**src/rtl/sprite_loader_if.sv**
```systemverilog
// Byte-stream handshake plus the image/palette BRAM write ports of sprite_loader.
interface sprite_loader_if #(
  parameter int unsigned ImgAw = 16
) ();

  // Stream side
  logic [7:0]       data_in;
  logic             valid_in;
  logic             ready_out;
  logic             abort_in;

  // Image RAM write port
  logic [ImgAw-1:0] img_addr_out;
  logic [7:0]       img_data_out;
  logic             img_we_out;

  // Palette RAM write port
  logic [7:0]       pal_addr_out;
  logic [23:0]      pal_data_out;
  logic             pal_we_out;

  // Status
  logic             busy_out;
  logic             done_out;
  logic             err_out;

  // Byte source and RAM/status observer
  modport master (
    output data_in,
    output valid_in,
    output abort_in,
    input  ready_out,
    input  img_addr_out,
    input  img_data_out,
    input  img_we_out,
    input  pal_addr_out,
    input  pal_data_out,
    input  pal_we_out,
    input  busy_out,
    input  done_out,
    input  err_out
  );

  // The loader itself
  modport slave (
    input  data_in,
    input  valid_in,
    input  abort_in,
    output ready_out,
    output img_addr_out,
    output img_data_out,
    output img_we_out,
    output pal_addr_out,
    output pal_data_out,
    output pal_we_out,
    output busy_out,
    output done_out,
    output err_out
  );

endinterface

```
**src/rtl/sprite_loader.sv**
```systemverilog
// Stream-to-BRAM writer: parses a command byte, then fills the palette RAM
// ({R,G,B} per three bytes) or the image RAM (one palette index per byte).
module sprite_loader #(
  parameter int unsigned WIDTH     = 256,
  parameter int unsigned HEIGHT    = 256,
  parameter int unsigned PAL_DEPTH = 256
) (
  input logic            pixel_clk_in,
  input logic            rst_n_in,
  sprite_loader_if.slave bus
);

  localparam int unsigned ImgSize = WIDTH * HEIGHT;
  localparam int unsigned ImgAw   = (ImgSize > 1) ? $clog2(ImgSize) : 1;

  localparam logic [ImgAw-1:0] ImgLast = ImgAw'(ImgSize - 1);
  localparam logic [7:0]       PalLast = 8'(PAL_DEPTH - 1);
  localparam logic [7:0]       CmdPal  = 8'hA5;
  localparam logic [7:0]       CmdImg  = 8'h5A;

  typedef enum logic [2:0] {
    StIdle,
    StPalR,
    StPalG,
    StPalB,
    StImg,
    StDone
  } state_e;

  state_e state_q, state_d;

  // Registered outputs and their next values
  logic             ready_q, ready_d;
  logic             busy_q, busy_d;
  logic             done_q, done_d;
  logic             err_q, err_d;
  logic             pal_we_q, pal_we_d;
  logic [7:0]       pal_addr_q, pal_addr_d;
  logic [23:0]      pal_data_q, pal_data_d;
  logic             img_we_q, img_we_d;
  logic [ImgAw-1:0] img_addr_q, img_addr_d;
  logic [7:0]       img_data_q, img_data_d;

  // Datapath state
  logic [7:0]       r_q, r_d;
  logic [7:0]       g_q, g_d;
  logic [7:0]       pal_cnt_q, pal_cnt_d;
  logic [ImgAw-1:0] img_cnt_q, img_cnt_d;

  logic accept;
  logic pal_last;
  logic img_last;
  logic cmd_ok;

  assign accept   = bus.valid_in && ready_q;
  assign pal_last = (pal_cnt_q == PalLast);
  assign img_last = (img_cnt_q == ImgLast);
  // A command byte only counts when no abort discards it in the same cycle
  assign cmd_ok   = accept && (state_q == StIdle) && !bus.abort_in;

  // State register
  always_ff @(posedge pixel_clk_in or negedge rst_n_in) begin
    if (!rst_n_in) begin
      state_q <= StIdle;
    end else begin
      state_q <= state_d;
    end
  end

  // Next-state decode; abort overrides everything, including a final byte
  always_comb begin
    state_d = state_q;
    if (bus.abort_in) begin
      state_d = StIdle;
    end else begin
      unique case (state_q)
        StIdle: begin
          if (accept) begin
            if (bus.data_in == CmdPal) begin
              state_d = StPalR;
            end else if (bus.data_in == CmdImg) begin
              state_d = StImg;
            end
          end
        end
        StPalR: if (accept) state_d = StPalG;
        StPalG: if (accept) state_d = StPalB;
        StPalB: if (accept) state_d = pal_last ? StDone : StPalR;
        StImg:  if (accept && img_last) state_d = StDone;
        StDone: state_d = StIdle;
        default: state_d = StIdle;
      endcase
    end
  end

  // Output and datapath next values
  always_comb begin
    ready_d    = (state_d != StDone);
    busy_d     = (state_d != StIdle);
    done_d     = (state_d == StDone);
    err_d      = cmd_ok && (bus.data_in != CmdPal) && (bus.data_in != CmdImg);

    pal_we_d   = 1'b0;
    pal_addr_d = pal_addr_q;
    pal_data_d = pal_data_q;
    img_we_d   = 1'b0;
    img_addr_d = img_addr_q;
    img_data_d = img_data_q;
    r_d        = r_q;
    g_d        = g_q;
    pal_cnt_d  = pal_cnt_q;
    img_cnt_d  = img_cnt_q;

    if (cmd_ok && (bus.data_in == CmdPal)) begin
      pal_cnt_d = '0;
    end
    if (cmd_ok && (bus.data_in == CmdImg)) begin
      img_cnt_d = '0;
    end

    if (accept && !bus.abort_in && (state_q == StPalR)) begin
      r_d = bus.data_in;
    end
    if (accept && !bus.abort_in && (state_q == StPalG)) begin
      g_d = bus.data_in;
    end

    // The byte that finishes a load is written even when abort arrives with it
    if (accept && (state_q == StPalB) && (!bus.abort_in || pal_last)) begin
      pal_we_d   = 1'b1;
      pal_addr_d = pal_cnt_q;
      pal_data_d = {r_q, g_q, bus.data_in};
      if (!pal_last) begin
        pal_cnt_d = pal_cnt_q + 8'd1;
      end
    end

    if (accept && (state_q == StImg) && (!bus.abort_in || img_last)) begin
      img_we_d   = 1'b1;
      img_addr_d = img_cnt_q;
      img_data_d = bus.data_in;
      if (!img_last) begin
        img_cnt_d = img_cnt_q + 1'b1;
      end
    end
  end

  // Output and datapath registers
  always_ff @(posedge pixel_clk_in or negedge rst_n_in) begin
    if (!rst_n_in) begin
      ready_q    <= 1'b0;
      busy_q     <= 1'b0;
      done_q     <= 1'b0;
      err_q      <= 1'b0;
      pal_we_q   <= 1'b0;
      pal_addr_q <= '0;
      pal_data_q <= '0;
      img_we_q   <= 1'b0;
      img_addr_q <= '0;
      img_data_q <= '0;
      r_q        <= '0;
      g_q        <= '0;
      pal_cnt_q  <= '0;
      img_cnt_q  <= '0;
    end else begin
      ready_q    <= ready_d;
      busy_q     <= busy_d;
      done_q     <= done_d;
      err_q      <= err_d;
      pal_we_q   <= pal_we_d;
      pal_addr_q <= pal_addr_d;
      pal_data_q <= pal_data_d;
      img_we_q   <= img_we_d;
      img_addr_q <= img_addr_d;
      img_data_q <= img_data_d;
      r_q        <= r_d;
      g_q        <= g_d;
      pal_cnt_q  <= pal_cnt_d;
      img_cnt_q  <= img_cnt_d;
    end
  end

  assign bus.ready_out    = ready_q;
  assign bus.busy_out     = busy_q;
  assign bus.done_out     = done_q;
  assign bus.err_out      = err_q;
  assign bus.pal_we_out   = pal_we_q;
  assign bus.pal_addr_out = pal_addr_q;
  assign bus.pal_data_out = pal_data_q;
  assign bus.img_we_out   = img_we_q;
  assign bus.img_addr_out = img_addr_q;
  assign bus.img_data_out = img_data_q;

endmodule
```
**src/flat_wrapper.sv**
```systemverilog
// flat-port wrapper written by rule: the top's interface ports become plain ports
module sprite_loader_flat 
#(
  parameter int unsigned WIDTH     = 256,
  parameter int unsigned HEIGHT    = 256,
  parameter int unsigned PAL_DEPTH = 256
)
  (pixel_clk_in, rst_n_in, bus_data_in, bus_valid_in, bus_abort_in, bus_ready_out, bus_img_addr_out, bus_img_data_out, bus_img_we_out, bus_pal_addr_out, bus_pal_data_out, bus_pal_we_out, bus_busy_out, bus_done_out, bus_err_out);
  sprite_loader_if bus_i ();
  input logic pixel_clk_in;
  input logic rst_n_in;
  input wire logic [$bits(bus_i.data_in)-1:0] bus_data_in;
  input wire logic [$bits(bus_i.valid_in)-1:0] bus_valid_in;
  input wire logic [$bits(bus_i.abort_in)-1:0] bus_abort_in;
  output wire logic [$bits(bus_i.ready_out)-1:0] bus_ready_out;
  output wire logic [$bits(bus_i.img_addr_out)-1:0] bus_img_addr_out;
  output wire logic [$bits(bus_i.img_data_out)-1:0] bus_img_data_out;
  output wire logic [$bits(bus_i.img_we_out)-1:0] bus_img_we_out;
  output wire logic [$bits(bus_i.pal_addr_out)-1:0] bus_pal_addr_out;
  output wire logic [$bits(bus_i.pal_data_out)-1:0] bus_pal_data_out;
  output wire logic [$bits(bus_i.pal_we_out)-1:0] bus_pal_we_out;
  output wire logic [$bits(bus_i.busy_out)-1:0] bus_busy_out;
  output wire logic [$bits(bus_i.done_out)-1:0] bus_done_out;
  output wire logic [$bits(bus_i.err_out)-1:0] bus_err_out;
  assign bus_i.data_in = bus_data_in;
  assign bus_i.valid_in = bus_valid_in;
  assign bus_i.abort_in = bus_abort_in;
  assign bus_ready_out = bus_i.ready_out;
  assign bus_img_addr_out = bus_i.img_addr_out;
  assign bus_img_data_out = bus_i.img_data_out;
  assign bus_img_we_out = bus_i.img_we_out;
  assign bus_pal_addr_out = bus_i.pal_addr_out;
  assign bus_pal_data_out = bus_i.pal_data_out;
  assign bus_pal_we_out = bus_i.pal_we_out;
  assign bus_busy_out = bus_i.busy_out;
  assign bus_done_out = bus_i.done_out;
  assign bus_err_out = bus_i.err_out;
  sprite_loader #(.WIDTH(WIDTH), .HEIGHT(HEIGHT), .PAL_DEPTH(PAL_DEPTH)) u_core (.pixel_clk_in(pixel_clk_in), .rst_n_in(rst_n_in), .bus(bus_i));
endmodule
```
**config.mk**
```make
export PLATFORM = sky130hd
export DESIGN_NAME = sprite_loader_flat
export DESIGN_NICKNAME = d
export VERILOG_FILES = /design/src/rtl/sprite_loader_if.sv /design/src/rtl/sprite_loader.sv /design/src/flat_wrapper.sv
export SDC_FILE = /design/constraint.sdc
export NUM_CORES = 1
export LEC_CHECK = 0
export ABC_CLOCK_PERIOD_IN_PS = 5750
export BUFFER_PORTS_ARGS = -buffer_cell sky130_fd_sc_hd__buf_2
export CAP_MARGIN = 20
export CORE_MARGIN = 1
export CORE_UTILIZATION = 39
export DETAILED_ROUTE_END_ITERATION = 10
export HOLD_SLACK_MARGIN = 0.1
export PLACE_DENSITY_LB_ADDON = 0.2
export SLEW_MARGIN = 20
export SYNTH_ARGS = -nofsm -noshare
export SYNTH_HDL_FRONTEND = slang
export SYNTH_SLANG_ARGS = --single-unit
```
**constraint.sdc**
```tcl
create_clock -name pixel_clk_in -period 5.75 [get_ports pixel_clk_in]
set_input_delay 0.575 -clock pixel_clk_in [delete_from_list [all_inputs] [get_ports pixel_clk_in]]
set_output_delay 0.575 -clock pixel_clk_in [all_outputs]
set_load 0.03 [all_outputs]
```
==> results.yml, run 1 <==
clock_network:
  cts_hold_buf: 0
  clk_pin_slew_ps: 70
  clock_sinks: 105
  cts-root-buf: "clkbuf_16"
  cts.path.max_buffers: 2
  cts_tree: "built"
  cts_made_buffers: 9
  h-tree-depth: 3
  cts_resized: 0
  postCtsSetupBuffers: 0
  clk_latency_ps: 350
run:
  cap_violations: 0
power_and_ir_drop:
  p_comb_share_pct: 6.9
  ir_worst_vdd_mv: 0.176
  p_sw_share_pct: 22.9
  netSwitchingPower_mw: 0.359
  intPower_mw: 1.21
  p_seq_share_pct: 51.2
  clock_power_share_pct: 41.9
  p_per_area_nw_per_um2: 295
  p_leak_nw: 2.74
global_route:
  grt_pass1_vias: 2902
  grt_max_degree: 59
  grt_pass1_wl_um: 14900
  overflow: 0
  antenna_found_initial: 0
  gr-usage-all-layers_pct: 16.7
synth:
  ys.flop_type: "dfrtp_1"
  yosys_warnings: 0
  synth_seq_cells: 105
  syn_avg_cell_area_sq_um: 12.8
  synth.distinct_cells: 50
  synthCells: 351
  synth_edf_count: 0
  synthArstFlopShare_pct: 100
  synth_area_sq_um: 4500
  syn-num-nets: 365
  yosysSeqAreaShare_pct: 58.3
timing:
  fmax_ghz: 0.378
  worst_slack_ps: 3110
  setup_tns_ps: 0
  rsz0062_at_grt: "no"
  clock_skew_ps: 9.52
  tightest_slew_ps: 899
  period_minus_slack_ps: 2640
  setup_viol: 0
  period_share_pct: 46.0
  finalMaxSlewViolations: 0
  hold_violations: 0
  relSlewSlack_pct: 39.9
setup_path:
  cp_cell_sequence: "ha_1, nand4_1, or4_4, a21boi_4, mux2_2"
  endpoint_kind: "flip-flop"
  cpMaxStageDelayCell: "a21boi_4"
  crit_path_start_kind: "flip-flop"
  cp_slowest_stage_delay_ps: 730
  critical_path_class: "flip-flop to flip-flop"
  arrival_ps: 2870
  cp.required_ps: 5980
  critPathMaxFanout: 27
finish:
  final_cell_mix: "dfrtp_1, buf_2, mux2_2"
  final_cells: 570
  seq_area_sq_um: 2630
  nFillCells: 1044
  multiInputGateArea_sq_um: 1790
  areaGrowthSynthToFinish_pct: 17.9
  post-route-util_pct: 48.1
  final_common_cell: "dfrtp_1"
  n_antenna_cell: 0
  drive_above_1_share_pct: 37.0
  finish.net_count: 439
  finalInstanceArea_sq_um: 5310
routing:
  drtPass1Iterations: 4
  drt_wl_total_um: 9050
  drc: 0
  post_drt_wl_per_cell_um: 15.9
  postRouteAntennaNets: 0
  via_per_inst: 5.15
  drtIter0Drc: 88
  via_count: 2938
place:
  gp_congestion: 0.800
  place.detailed.hpwl_um: 6270
  post-place-cells: 554
  preCtsSetupSlack_ps: 3080
  place_area_sq_um: 4990
  numPortBuffers: 73
floorplan:
  rows: 38
  die_h_um: 109
  coreArea_sq_um: 11000
  start_util_pct: 40.8
  die_area_sq_um: 12000
  die_x_um: 109
  boundaryPins: 74
worst_hold_path:
  min_path_type: "primary input to asynchronous set/reset pin"
status:
  outcome: "finished clean"
[state kept, by name, indices dropped and copies added, names as in the netlist]
register	flops
u_core.bus.err_out	1
u_core.bus.img_data_out	8
u_core.g_q	8
u_core.state_q	3
u_core.pal_cnt_q	8
u_core.bus.ready_out	1
u_core.img_cnt_q	16
u_core.bus.img_addr_out	16
u_core.bus.pal_addr_out	8
u_core.bus.pal_we_out	1
u_core.bus.img_we_out	1
u_core.bus.pal_data_out	24
u_core.bus.busy_out	1
u_core.bus.done_out	1
u_core.r_q	8
[final timing paths]
path                                                        start                                     end  slack, ps  cells past startpoint
setup / recovery                    u_core.img_cnt_q[0]$_DFF_PN0_  u_core.bus.img_addr_out[0]$_DFFE_PN0P_       3110                      5
max in group asynchronous                                rst_n_in           u_core.img_cnt_q[6]$_DFF_PN0_       4340                      2
setup reg to reg                    u_core.img_cnt_q[0]$_DFF_PN0_  u_core.bus.img_addr_out[0]$_DFFE_PN0P_       3110                      5
hold / removal                                           rst_n_in         u_core.bus.pal_we_out$_DFF_PN0_        230                      1
min in group pixel_clk_in  u_core.bus.img_addr_out[7]$_DFFE_PN0P_  u_core.bus.img_addr_out[7]$_DFFE_PN0P_        480                      1
hold reg to reg            u_core.bus.img_addr_out[7]$_DFFE_PN0P_  u_core.bus.img_addr_out[7]$_DFFE_PN0P_        480                      1
[critical path, delay by kind of cell (launching register included)]
family | cells | cell delay [ps]
AOI/OAI and AO/OA | 1 | 730
and+or+nand+nor | 2 | 710
DFF | 1 | 430
muxes | 1 | 420
adders and majority gates | 1 | 230
[final cells by class]
class	instances	share of cell area, %
sequential	105	49.5
multi-input combinational	230	33.7
timing repair buffer	75	7.21
clock buffer	10	4.31
tap	140	3.30
clock inverter	6	1.70
inverter	4	0.283
[stage by stage]
| step | hold slack (ps) | power, mW |
|---|---|---|
| 6_report | 229 | 1.57 |
| 5_1_grt | 285 | 1.63 |
| 4_1_cts | 254 | 1.59 |
| 3_5_place_dp | 472 | 0.928 |
| 3_3_place_gp | 467 | 0.923 |
| 2_1_floorplan | 279 | 0.879 |
[cell usage after synthesis, types with 2 or more instances]
cell type / number / share of area (%)
buf_2: 4 / 0.44
o21a_1: 2 / 0.33
a21oi_1: 6 / 0.67
o211ai_1: 2 / 0.33
nand3_1: 16 / 1.8
and2_1: 4 / 0.56
nand4_1: 8 / 1.1
buf_6: 3 / 0.75
nor4bb_1: 3 / 0.67
ha_1: 2 / 0.56
o21ai_1: 2 / 0.22
inv_1: 4 / 0.33
nor3_1: 5 / 0.56
mux2i_1: 9 / 2.0
mux2_2: 59 / 15
or4_4: 2 / 0.50
a31oi_1: 3 / 0.42
or2_2: 3 / 0.42
dfrtp_1: 105 / 58
or4bb_1: 2 / 0.50
mux2_1: 13 / 3.3
nand3b_1: 2 / 0.33
nor4_1: 2 / 0.28
and3_1: 5 / 0.69
a21o_1: 2 / 0.33
nand2_1: 30 / 2.5
nand2b_1: 2 / 0.28
clkbuf_1: 5 / 0.42
nor2_1: 17 / 1.4
xnor2_1: 2 / 0.39
o21ai_0: 7 / 0.78
nor3b_1: 2 / 0.33
[kinds of logic after synthesis]
kind of cell	Yosys count	share of synthesized area, %
xor gates and xnor gates	3	0.584
adders and majority gates	2	0.556
buffers and inverters	16	1.94
AOI/OAI and AO/OA	32	4.78
muxes	81	20.0
DFF	105	58.3
and+or+nand+nor	112	13.8
[power groups by stage]
| stage | registers, mW | logic (mW) | clock network, mW |
|---|---|---|---|
| final | 0.803 | 0.108 | 0.656 |
| after global routing | 0.808 | 0.120 | 0.701 |
| after CTS | 0.802 | 0.112 | 0.676 |
| after detailed placement | 0.817 | 0.111 | 0 |
| after global placement | 0.815 | 0.108 | 0 |
| after floorplan | 0.831 | 0.0483 | 0 |
[metal layers]
metal | wire length [um] | GRT usage [%] | vias up
met5 | 0 | 0 | -
met4 | 175 | 7.43 | 0
met3 | 542 | 5.33 | 11
met2 | 4120 | 24.6 | 59
met1 | 4210 | 22.5 | 1446
li1 | - | - | 1422
(Power assumes the default switching activity.)
==> run 2: changes to the inputs <==
--- a/config.mk
+++ b/config.mk
@@ -5,7 +5,7 @@
 export SDC_FILE = /design/constraint.sdc
 export NUM_CORES = 1
 export LEC_CHECK = 0
-export ABC_CLOCK_PERIOD_IN_PS = 5750
+export ABC_CLOCK_PERIOD_IN_PS = 2200
 export BUFFER_PORTS_ARGS = -buffer_cell sky130_fd_sc_hd__buf_2
 export CAP_MARGIN = 20
 export CORE_MARGIN = 1
==> constraint.sdc (replaced) <==
create_clock -name pixel_clk_in -period 2.2 [get_ports pixel_clk_in]
set_input_delay 0.22 -clock pixel_clk_in [delete_from_list [all_inputs] [get_ports pixel_clk_in]]
set_output_delay 0.22 -clock pixel_clk_in [all_outputs]
set_load 0.03 [all_outputs]
==> results.yml, run 2 (synthesis results as in run 1) <==
finish:
  n_antenna_cell: 0
  post-route-util_pct: 51.8
  drive_above_1_share_pct: 42.1
  finish.net_count: 472
  final_cell_mix: "dfrtp_1, buf_2, mux2_2"
  areaGrowthSynthToFinish_pct: 26.8
  largest_register_ff_count: 24
  nFillCells: 1016
  final_common_cell: "dfrtp_1"
place:
  numPortBuffers: 73
  preCtsSetupSlack_ps: 53.6
  place.detailed.hpwl_um: 6360
  gp_congestion: 0.813
global_route:
  grt_pass1_wl_um: 15300
  gr-usage-all-layers_pct: 16.8
  antenna_found_initial: 1
  grt_pass1_vias: 3055
  grt_max_degree: 78
  overflow: 0
power_and_ir_drop:
  intPower_mw: 3.41
  p_sw_share_pct: 21.8
  ir_worst_vdd_mv: 0.363
  clock_power_share_pct: 45.0
  netSwitchingPower_mw: 0.948
  p_seq_share_pct: 48.0
  p_comb_share_pct: 7.0
  p_per_area_nw_per_um2: 763
  p_leak_nw: 2.95
clock_network:
  cts_tree: "built"
  cts-root-buf: "clkbuf_16"
  cts.path.max_buffers: 2
  clk_latency_ps: 340
  cts_made_buffers: 9
  h-tree-depth: 3
  clock_sinks: 105
  clk_pin_slew_ps: 70
timing:
  relSlewSlack_pct: 56.3
  rsz0062_at_grt: "yes"
  period_share_pct: 98.5
  hold_violations: 0
  finalMaxSlewViolations: 0
  tightest_slew_ps: 647
  setup_viol: 0
  fmax_ghz: 0.462
  period_minus_slack_ps: 2170
  worst_slack_ps: 33.2
  clock_skew_ps: 5.67
setup_path:
  arrival_ps: 2400
  endpoint_kind: "flip-flop"
  critical_path_class: "flip-flop to flip-flop"
  cp_num_buf_inv: 1
  reg2reg_slack_ps: 30
  cp.required_ps: 2430
  cp_slowest_stage_delay_ps: 600
  crit_path_start_kind: "flip-flop"
  cp_cell_sequence: "nand4_1, or4_4, a21boi_4, clkbuf_16, mux2_2"
  crit_family: "simple AND/OR/NAND/NOR gates"
  critPathMaxFanout: 7
  cpMaxStageDelayCell: "or4_4"
floorplan:
  start_util_pct: 40.8
  die_area_sq_um: 12000
  boundaryPins: 74
  rows: 38
  die_x_um: 109
  coreArea_sq_um: 11000
  die_h_um: 109
routing:
  via_per_inst: 5.23
  drt_wl_total_um: 9770
  post_drt_wl_per_cell_um: 16.2
  via_count: 3151
  drtIter0Drc: 138
  drc: 0
  postRouteAntennaNets: 0
  drtPass1Iterations: 4
status:
  outcome: "finished clean"
run:
  cap_violations: 0
worst_hold_path:
  min_path_type: "primary input to flip-flop"
[run 2: path summary, 6_finish.rpt]
check	start	to	depth (start not counted)
min in group asynchronous	rst_n_in	u_core.bus.pal_data_out[15]$_DFFE_PN0P_	2
setup reg to reg	u_core.img_cnt_q[13]$_DFF_PN0_	u_core.bus.img_addr_out[1]$_DFFE_PN0P_	5
hold / removal	bus_data_in[6]	u_core.bus.img_data_out[6]$_DFFE_PN0P_	2
setup / recovery	u_core.img_cnt_q[13]$_DFF_PN0_	u_core.bus.img_addr_out[1]$_DFFE_PN0P_	5
hold reg to reg	u_core.bus.img_addr_out[11]$_DFFE_PN0P_	u_core.bus.img_addr_out[11]$_DFFE_PN0P_	1
max in group asynchronous	rst_n_in	u_core.img_cnt_q[4]$_DFF_PN0_	3
[run 2: area by class of cell]
cell class / count / area, sq um / area share [%]
sequential: 105 / 2630 / 46.0
multi-input combinational: 230 / 1810 / 31.7
timing repair buffer: 108 / 709 / 12.4
clock buffer: 9 / 225 / 3.94
tap: 140 / 175 / 3.07
clock inverter: 7 / 149 / 2.61
inverter: 4 / 15.0 / 0.263
[run 2: timing repair]
item                                   CTS  global route
endpoints found under the hold margin   28             0
gates resized for setup                  0             5
hold buffers                             1             0
setup endpoints to repair                0            25
buffers inserted                         0             6
[run 2: through the flow]
stage | std cells | setup TNS [ps] | total power [mW] | hold WS (ps) | instance area, sq um
after CTS | 594 | 0 | 4.41 | 169 | 5580
after global routing | 603 | -290 | 4.52 | 191 | 5710
after floorplan | 351 | 0 | 2.30 | -75.6 | 4500
final | 603 | 0 | 4.36 | 175 | 5710
after global placement | 577 | 0 | 2.42 | 159 | 5200
after detailed placement | 577 | 0 | 2.44 | 164 | 5200
[run 2: metal layers]
metal / vias up / GRT usage, % / part of all wire (%)
met5: - / 0 / 0.13
met4: 2 / 5.05 / 1.1
met3: 10 / 5.63 / 6.8
met2: 79 / 25.5 / 46
met1: 1573 / 22.8 / 46
li1: 1487 / - / -
[run 2: power groups by stage]
stage	sequential, mW	clock (mW)	combinational, mW
final	2.09	1.96	0.304
after global routing	2.10	2.08	0.337
after CTS	2.09	2.01	0.310
after detailed placement	2.13	0	0.307
after global placement	2.12	0	0.300
after floorplan	2.17	0	0.126
